**src/rtl/shift_pkg.sv**
```systemverilog
// Shared definitions for the serial shift link: receiver FSM states and the
// bit-order select encoding used by both ends of the link.
package shift_pkg;

  typedef enum logic {
    IDLE,
    SHIFT
  } state_t;

  // Same encodings as the transmitter's left/right shift selects
  localparam logic DIR_MSB_FIRST = 1'b0;
  localparam logic DIR_LSB_FIRST = 1'b1;

endpackage

```
**src/rtl/shift_deserializer_if.sv**
```systemverilog
// Serial-in / parallel-out bundle of the shift deserializer.
// master = link driver and consumer, slave = deserializer.
interface shift_deserializer_if #(
  parameter int WIDTH = 5
);
  logic             bit_valid;
  logic             si;
  logic             dir;
  logic [WIDTH-1:0] out;
  logic             out_valid;
  logic             out_ready;
  logic             busy;
  logic             overrun;

  modport master (
    output bit_valid, si, dir, out_ready,
    input  out, out_valid, busy, overrun
  );

  modport slave (
    input  bit_valid, si, dir, out_ready,
    output out, out_valid, busy, overrun
  );
endinterface

```
**src/rtl/shift_deserializer.sv**
```systemverilog
// Receiver for the serial shift link: assembles WIDTH-bit words in either bit
// order and presents them through a one-entry valid/ready holding register.
module shift_deserializer
  import shift_pkg::*;
#(
  parameter int WIDTH = 5
) (
  input  logic                 clk,
  input  logic                 rst,
  shift_deserializer_if.slave  bus
);

  localparam int CW = $clog2(WIDTH);

  state_t           state, state_n;
  logic [CW-1:0]    cnt, cnt_n;
  logic [WIDTH-1:0] sreg, sreg_n;
  logic             dir_q, dir_n;
  logic             eff_dir;
  logic             complete;

  logic [WIDTH-1:0] out_q;
  logic             out_valid_q;
  logic             overrun_q;

  always_comb begin
    state_n  = state;
    cnt_n    = cnt;
    sreg_n   = sreg;
    dir_n    = dir_q;
    complete = 1'b0;
    // The first bit of a word shifts with the live dir, later bits with dir_q
    eff_dir  = (state == IDLE) ? bus.dir : dir_q;

    if (bus.bit_valid) begin
      if (eff_dir == DIR_LSB_FIRST) sreg_n = {bus.si, sreg[WIDTH-1:1]};
      else                          sreg_n = {sreg[WIDTH-2:0], bus.si};

      case (state)
        IDLE: begin
          dir_n   = bus.dir;
          cnt_n   = CW'(1);
          state_n = SHIFT;
        end
        SHIFT: begin
          if (cnt == CW'(WIDTH - 1)) begin
            complete = 1'b1;
            cnt_n    = '0;
            state_n  = IDLE;
          end else begin
            cnt_n = cnt + 1'b1;
          end
        end
        default: state_n = IDLE;
      endcase
    end
  end

  always_ff @(posedge clk) begin
    if (rst) begin
      state <= IDLE;
      cnt   <= '0;
      sreg  <= '0;
      dir_q <= DIR_MSB_FIRST;
    end else begin
      state <= state_n;
      cnt   <= cnt_n;
      sreg  <= sreg_n;
      dir_q <= dir_n;
    end
  end

  // Holding register: a completion may refill in the same cycle the old word leaves
  always_ff @(posedge clk) begin
    if (rst) begin
      out_q       <= '0;
      out_valid_q <= 1'b0;
      overrun_q   <= 1'b0;
    end else if (complete) begin
      if (!out_valid_q || bus.out_ready) begin
        out_q       <= sreg_n;
        out_valid_q <= 1'b1;
      end else begin
        overrun_q <= 1'b1;
      end
    end else if (bus.out_ready) begin
      out_valid_q <= 1'b0;
    end
  end

  assign bus.out       = out_q;
  assign bus.out_valid = out_valid_q;
  assign bus.overrun   = overrun_q;
  assign bus.busy      = (state == SHIFT);

endmodule

```
**src/flat_wrapper.sv**
```systemverilog
// flat-port wrapper written by rule: the top's interface ports become plain ports
module shift_deserializer_flat import shift_pkg::*;
#(
  parameter int WIDTH = 5
)
  (clk, rst, bus_bit_valid, bus_si, bus_dir, bus_out_ready, bus_out, bus_out_valid, bus_busy, bus_overrun);
  shift_deserializer_if #(.WIDTH(WIDTH)) bus_i ();
  input  logic clk;
  input  logic rst;
  input wire logic [$bits(bus_i.bit_valid)-1:0] bus_bit_valid;
  input wire logic [$bits(bus_i.si)-1:0] bus_si;
  input wire logic [$bits(bus_i.dir)-1:0] bus_dir;
  input wire logic [$bits(bus_i.out_ready)-1:0] bus_out_ready;
  output wire logic [$bits(bus_i.out)-1:0] bus_out;
  output wire logic [$bits(bus_i.out_valid)-1:0] bus_out_valid;
  output wire logic [$bits(bus_i.busy)-1:0] bus_busy;
  output wire logic [$bits(bus_i.overrun)-1:0] bus_overrun;
  assign bus_i.bit_valid = bus_bit_valid;
  assign bus_i.si = bus_si;
  assign bus_i.dir = bus_dir;
  assign bus_i.out_ready = bus_out_ready;
  assign bus_out = bus_i.out;
  assign bus_out_valid = bus_i.out_valid;
  assign bus_busy = bus_i.busy;
  assign bus_overrun = bus_i.overrun;
  shift_deserializer #(.WIDTH(WIDTH)) u_core (.clk(clk), .rst(rst), .bus(bus_i));
endmodule
```
**config.mk**
```make
export PLATFORM = sky130hd
export DESIGN_NAME = shift_deserializer_flat
export DESIGN_NICKNAME = d
export VERILOG_FILES = /design/src/rtl/shift_pkg.sv /design/src/rtl/shift_deserializer_if.sv /design/src/rtl/shift_deserializer.sv /design/src/flat_wrapper.sv
export SDC_FILE = /design/constraint.sdc
export NUM_CORES = 1
export LEC_CHECK = 0
export CORE_MARGIN = 5
export CORE_UTILIZATION = 52
export CTS_CLUSTER_DIAMETER = 150
export DETAILED_ROUTE_END_ITERATION = 10
export PLACE_DENSITY = 0.88
export SYNTH_ARGS = -nofsm -noshare
export SYNTH_HDL_FRONTEND = slang
export SYNTH_SLANG_ARGS = --single-unit
export TNS_END_PERCENT = 30
```
**constraint.sdc**
```tcl
create_clock -name clk -period 2.7 [get_ports clk]
set_clock_uncertainty 0.15 [all_clocks]
set_input_delay 0.54 -clock clk [delete_from_list [all_inputs] [get_ports clk]]
set_output_delay 0.54 -clock clk [all_outputs]
set_load 0.02 [all_outputs]
```
==> out/results.tsv <==
stage	metric	value	unit
routing	vias per std cell	5.57	
synth	top-count cell post-synth	dfxtp_1	
placed_design	RD Place Congestion	0.739	
status	outcome	complete, no violations	
setup_path	crit-path max cell delay	0.61	ns
setup_path	CP Max Fanout	10	
setup_path	Data required, critical path	2.01	ns
setup_path	critical path depth	2	
setup_path	CP Launch Type	flop	
routing	DR DRC count	0	
clock_network	H-tree Lvls	1	
final_layout	synth-to-layout area growth	20.3	%
pwr	Leak	0.331	nW
sta	Highest Clock Rate	0.483	GHz
setup_path	R2R Path End	u_core.bus.out[1]$_SDFFE_PP0P_	
sta	slew margin rel.	0.614	
setup_path	Buf/Inv on CP	2	
setup_path	worst-path cell with the longest stage delay	clkdlybuf4s50_1	
final_layout	final non-filler cell area	896	µm²
sta	period utilisation layout	0.766	
clock_network	Worst-path clk slew	0.10	ns
global_routing	gr usage total	0.157	
sta	RSZ-0062 raised after global routing	false	
clock_network	PostCTS Resize Cnt	0	
sta	setup TNS	0	ns
synth	synth warn	0	
routing	Pre-Repair DR Iteration Count	4	
global_routing	global route total overflow	0	
synth	post-synth top area share	0.457	
global_routing	vias in the first global route	570	
setup_path	arrival time at the worst endpoint	1.38	ns
pwr	P per Cell Area	508	nW/µm²
synth	synthesized area per cell	9.42	µm²
sta	Hold Vio Cnt, Final	0	
hold_path	HP Class	reg -> reg	
sta	final setup fails	0	
clock_network	Post-CTS Hold Fix Bufs	0	
pwr	Final Total Pwr	0.455	mW
synth	number of synthesized register bits	17	
floorplan	FP Rows	13	
floorplan	core footprint	1330	µm²
synth	cell count after synthesis	79	
final_layout	multi-input logic area	347	µm²
pwr	VDD IR max	0.315	mV
final_layout	antenna cells	0	
floorplan	Die Ht	47.8	µm
clock_network	Worst-Skew Late Latency	0.28	ns
synth	cell taking the most area after synthesis	dfxtp_1	
synth	Post-Syn Nets	87	
hold_path	Worst Min Path Start	u_core.bus.overrun$_SDFFE_PP0P_	
floorplan	I/O Pins	14	
synth	Post-synth EDFFs	0	
global_routing	largest net degree at the start of global routing	18	
routing	WL per Instance	13.4	µm
synth	top cells by area, synth	dfxtp_1, a211oi_1, a21oi_1	
sta	measured slew at the worst slew-check pin	0.577	ns
floorplan	Initial Util	0.558	
synth	synth cell count leaders	dfxtp_1, a211oi_1, a21oi_1	
setup_path	r2r setup slk	1.04	ns
floorplan	Die W	47.8	µm
routing	wirelength, routed	1430	µm
placed_design	post-detail-place hpwl	1030	µm
global_routing	first-pass GRT wire length	2510	µm
sta	Slew Viols, Final	0	
final_layout	FF/Latch Area	340	µm²
setup_path	CP endpoint kind	output port	
final_layout	fillcell total	107	
synth	Mapped Area	744	µm²
job	max-cap violations	0	
final_layout	NumNets Final	101	
clock_network	post-CTS setup buffer count	0	
routing	Initial DRC Count	14	
global_routing	initial antenna violation count	0	
floorplan	die area	2290	µm²
clock_network	CTS sink cnt	17	
routing	via count	596	
synth	Async SR Flop Fraction	0	
clock_network	CTS max path bufs	2	
clock_network	CTS Buf Count	3	
sta	final hold slack	0.339	ns
hold_path	Hold Path Stages	2	
setup_path	Worst Setup Path Type	reg -> out	
clock_network	CTS root buffer	clkbuf_4	
placed_design	PortBufs	13	
hold_path	Worst Hold End	u_core.bus.overrun$_SDFFE_PP0P_	
placed_design	DP Area	870	µm²
setup_path	R2R Path Start	u_core.cnt[0]$_SDFFE_PP0P_	
routing	Antenna Nets Post-Route	0	
setup_path	Top Family by Delay on Critical Path	buffers and inverters	
synth	ys flop type	dfxtp_1	
clock_network	CTS tree	done	
synth	count of cell types in the netlist	24	
sta	Tmin final	2.07	ns
final_layout	layout cells sized above 1	0.0870	
setup_path	r2r worst-path depth	5	
setup_path	CP cell instances	buf_4 -> clkdlybuf4s50_1	
synth	register area share after synthesis	0.457	
## metal layers
layer	vias up	wire length, µm	global-route usage
li1	305	-	-
met1	270	651	0.213
met2	19	658	0.235
met3	2	104	0.0338
met4	0	17	0.0806
met5	-	0	0
## flip-flops by register name, summed over array words and instances (netlist names)
signal                flops
u_core.bus.out            5
u_core.bus.out_valid      1
u_core.bus.overrun        1
u_core.dir_q              1
u_core.bus.busy           1
u_core.cnt                3
u_core.sreg               5
## cell usage in the layout (no fill, tap or decap)
master            n
mux2i_1           5
ha_1              2
inv_1             5
and2_4            1
and4_2            1
nor3_1            1
clkbuf_1          1
buf_4             2
o21ai_0           2
mux2i_4           1
a31oi_1           1
clkdlybuf4s50_1  13
nor3b_1           1
nor2_1            8
o22ai_1           1
nand4_1           1
nand2b_1          1
dfxtp_1          17
clkbuf_4          3
nand2_1           3
nand3b_1          1
nand4b_1          1
a21oi_1          10
a211oi_1         10
## how the worst max path moves through the flow
stage / from / to / slack [ns]
floorplan: bus_bit_valid / u_core.bus.out[1]$_SDFFE_PP0P_ / 1.14
global placement: bus_dir / u_core.bus.out[3]$_SDFFE_PP0P_ / 0.72
global route: u_core.bus.busy$_SDFFE_PP0P_ / bus_busy / 0.56
detailed placement: bus_dir / u_core.sreg[3]$_SDFF_PP0_ / 0.64
CTS: u_core.bus.busy$_SDFFE_PP0P_ / bus_busy / 0.62
finish: u_core.bus.busy$_SDFFE_PP0P_ / bus_busy / 0.63
## tightest hold or removal path: stages, from the launching register on
cell and delay (ns):
dfxtp_1 0.34, a31oi_1 0.04, nor2_1 0.08
## cell type report
class,count,area share
clock buffer,4,0.0293
tap,15,0.0209
timing repair buffer,15,0.162
inverter,5,0.0209
sequential,17,0.380
multi-input combinational,51,0.387
## per-stage QoR
stage                     worst slack [ns]  utilization  std cells
after global routing                 0.557        0.672        107
after global placement               0.720        0.652        103
final                                0.631        0.672        107
after CTS                            0.623        0.672        107
after floorplan                       1.14            -         79
after detailed placement             0.644        0.652        103
## power breakdown
group / total, mW / internal (mW) / leakage [nW] / switching (mW)
logic: 0.0561 / 0.0270 / 0.177 / 0.0290
clock network: 0.133 / 0.0573 / 0.0150 / 0.0759
registers: 0.266 / 0.259 / 0.139 / 0.00667
## kinds of logic (layout without fill, tap and decap cells)
group,Yosys count,after routing,synth area share
muxes,6,6,0.0975
buffers and inverters,11,24,0.0773
adders and majority gates,2,2,0.0336
and+or+nand+nor,19,19,0.136
DFF,17,17,0.457
AOI/OAI and AO/OA,24,24,0.198
(Power assumes the default switching activity.)
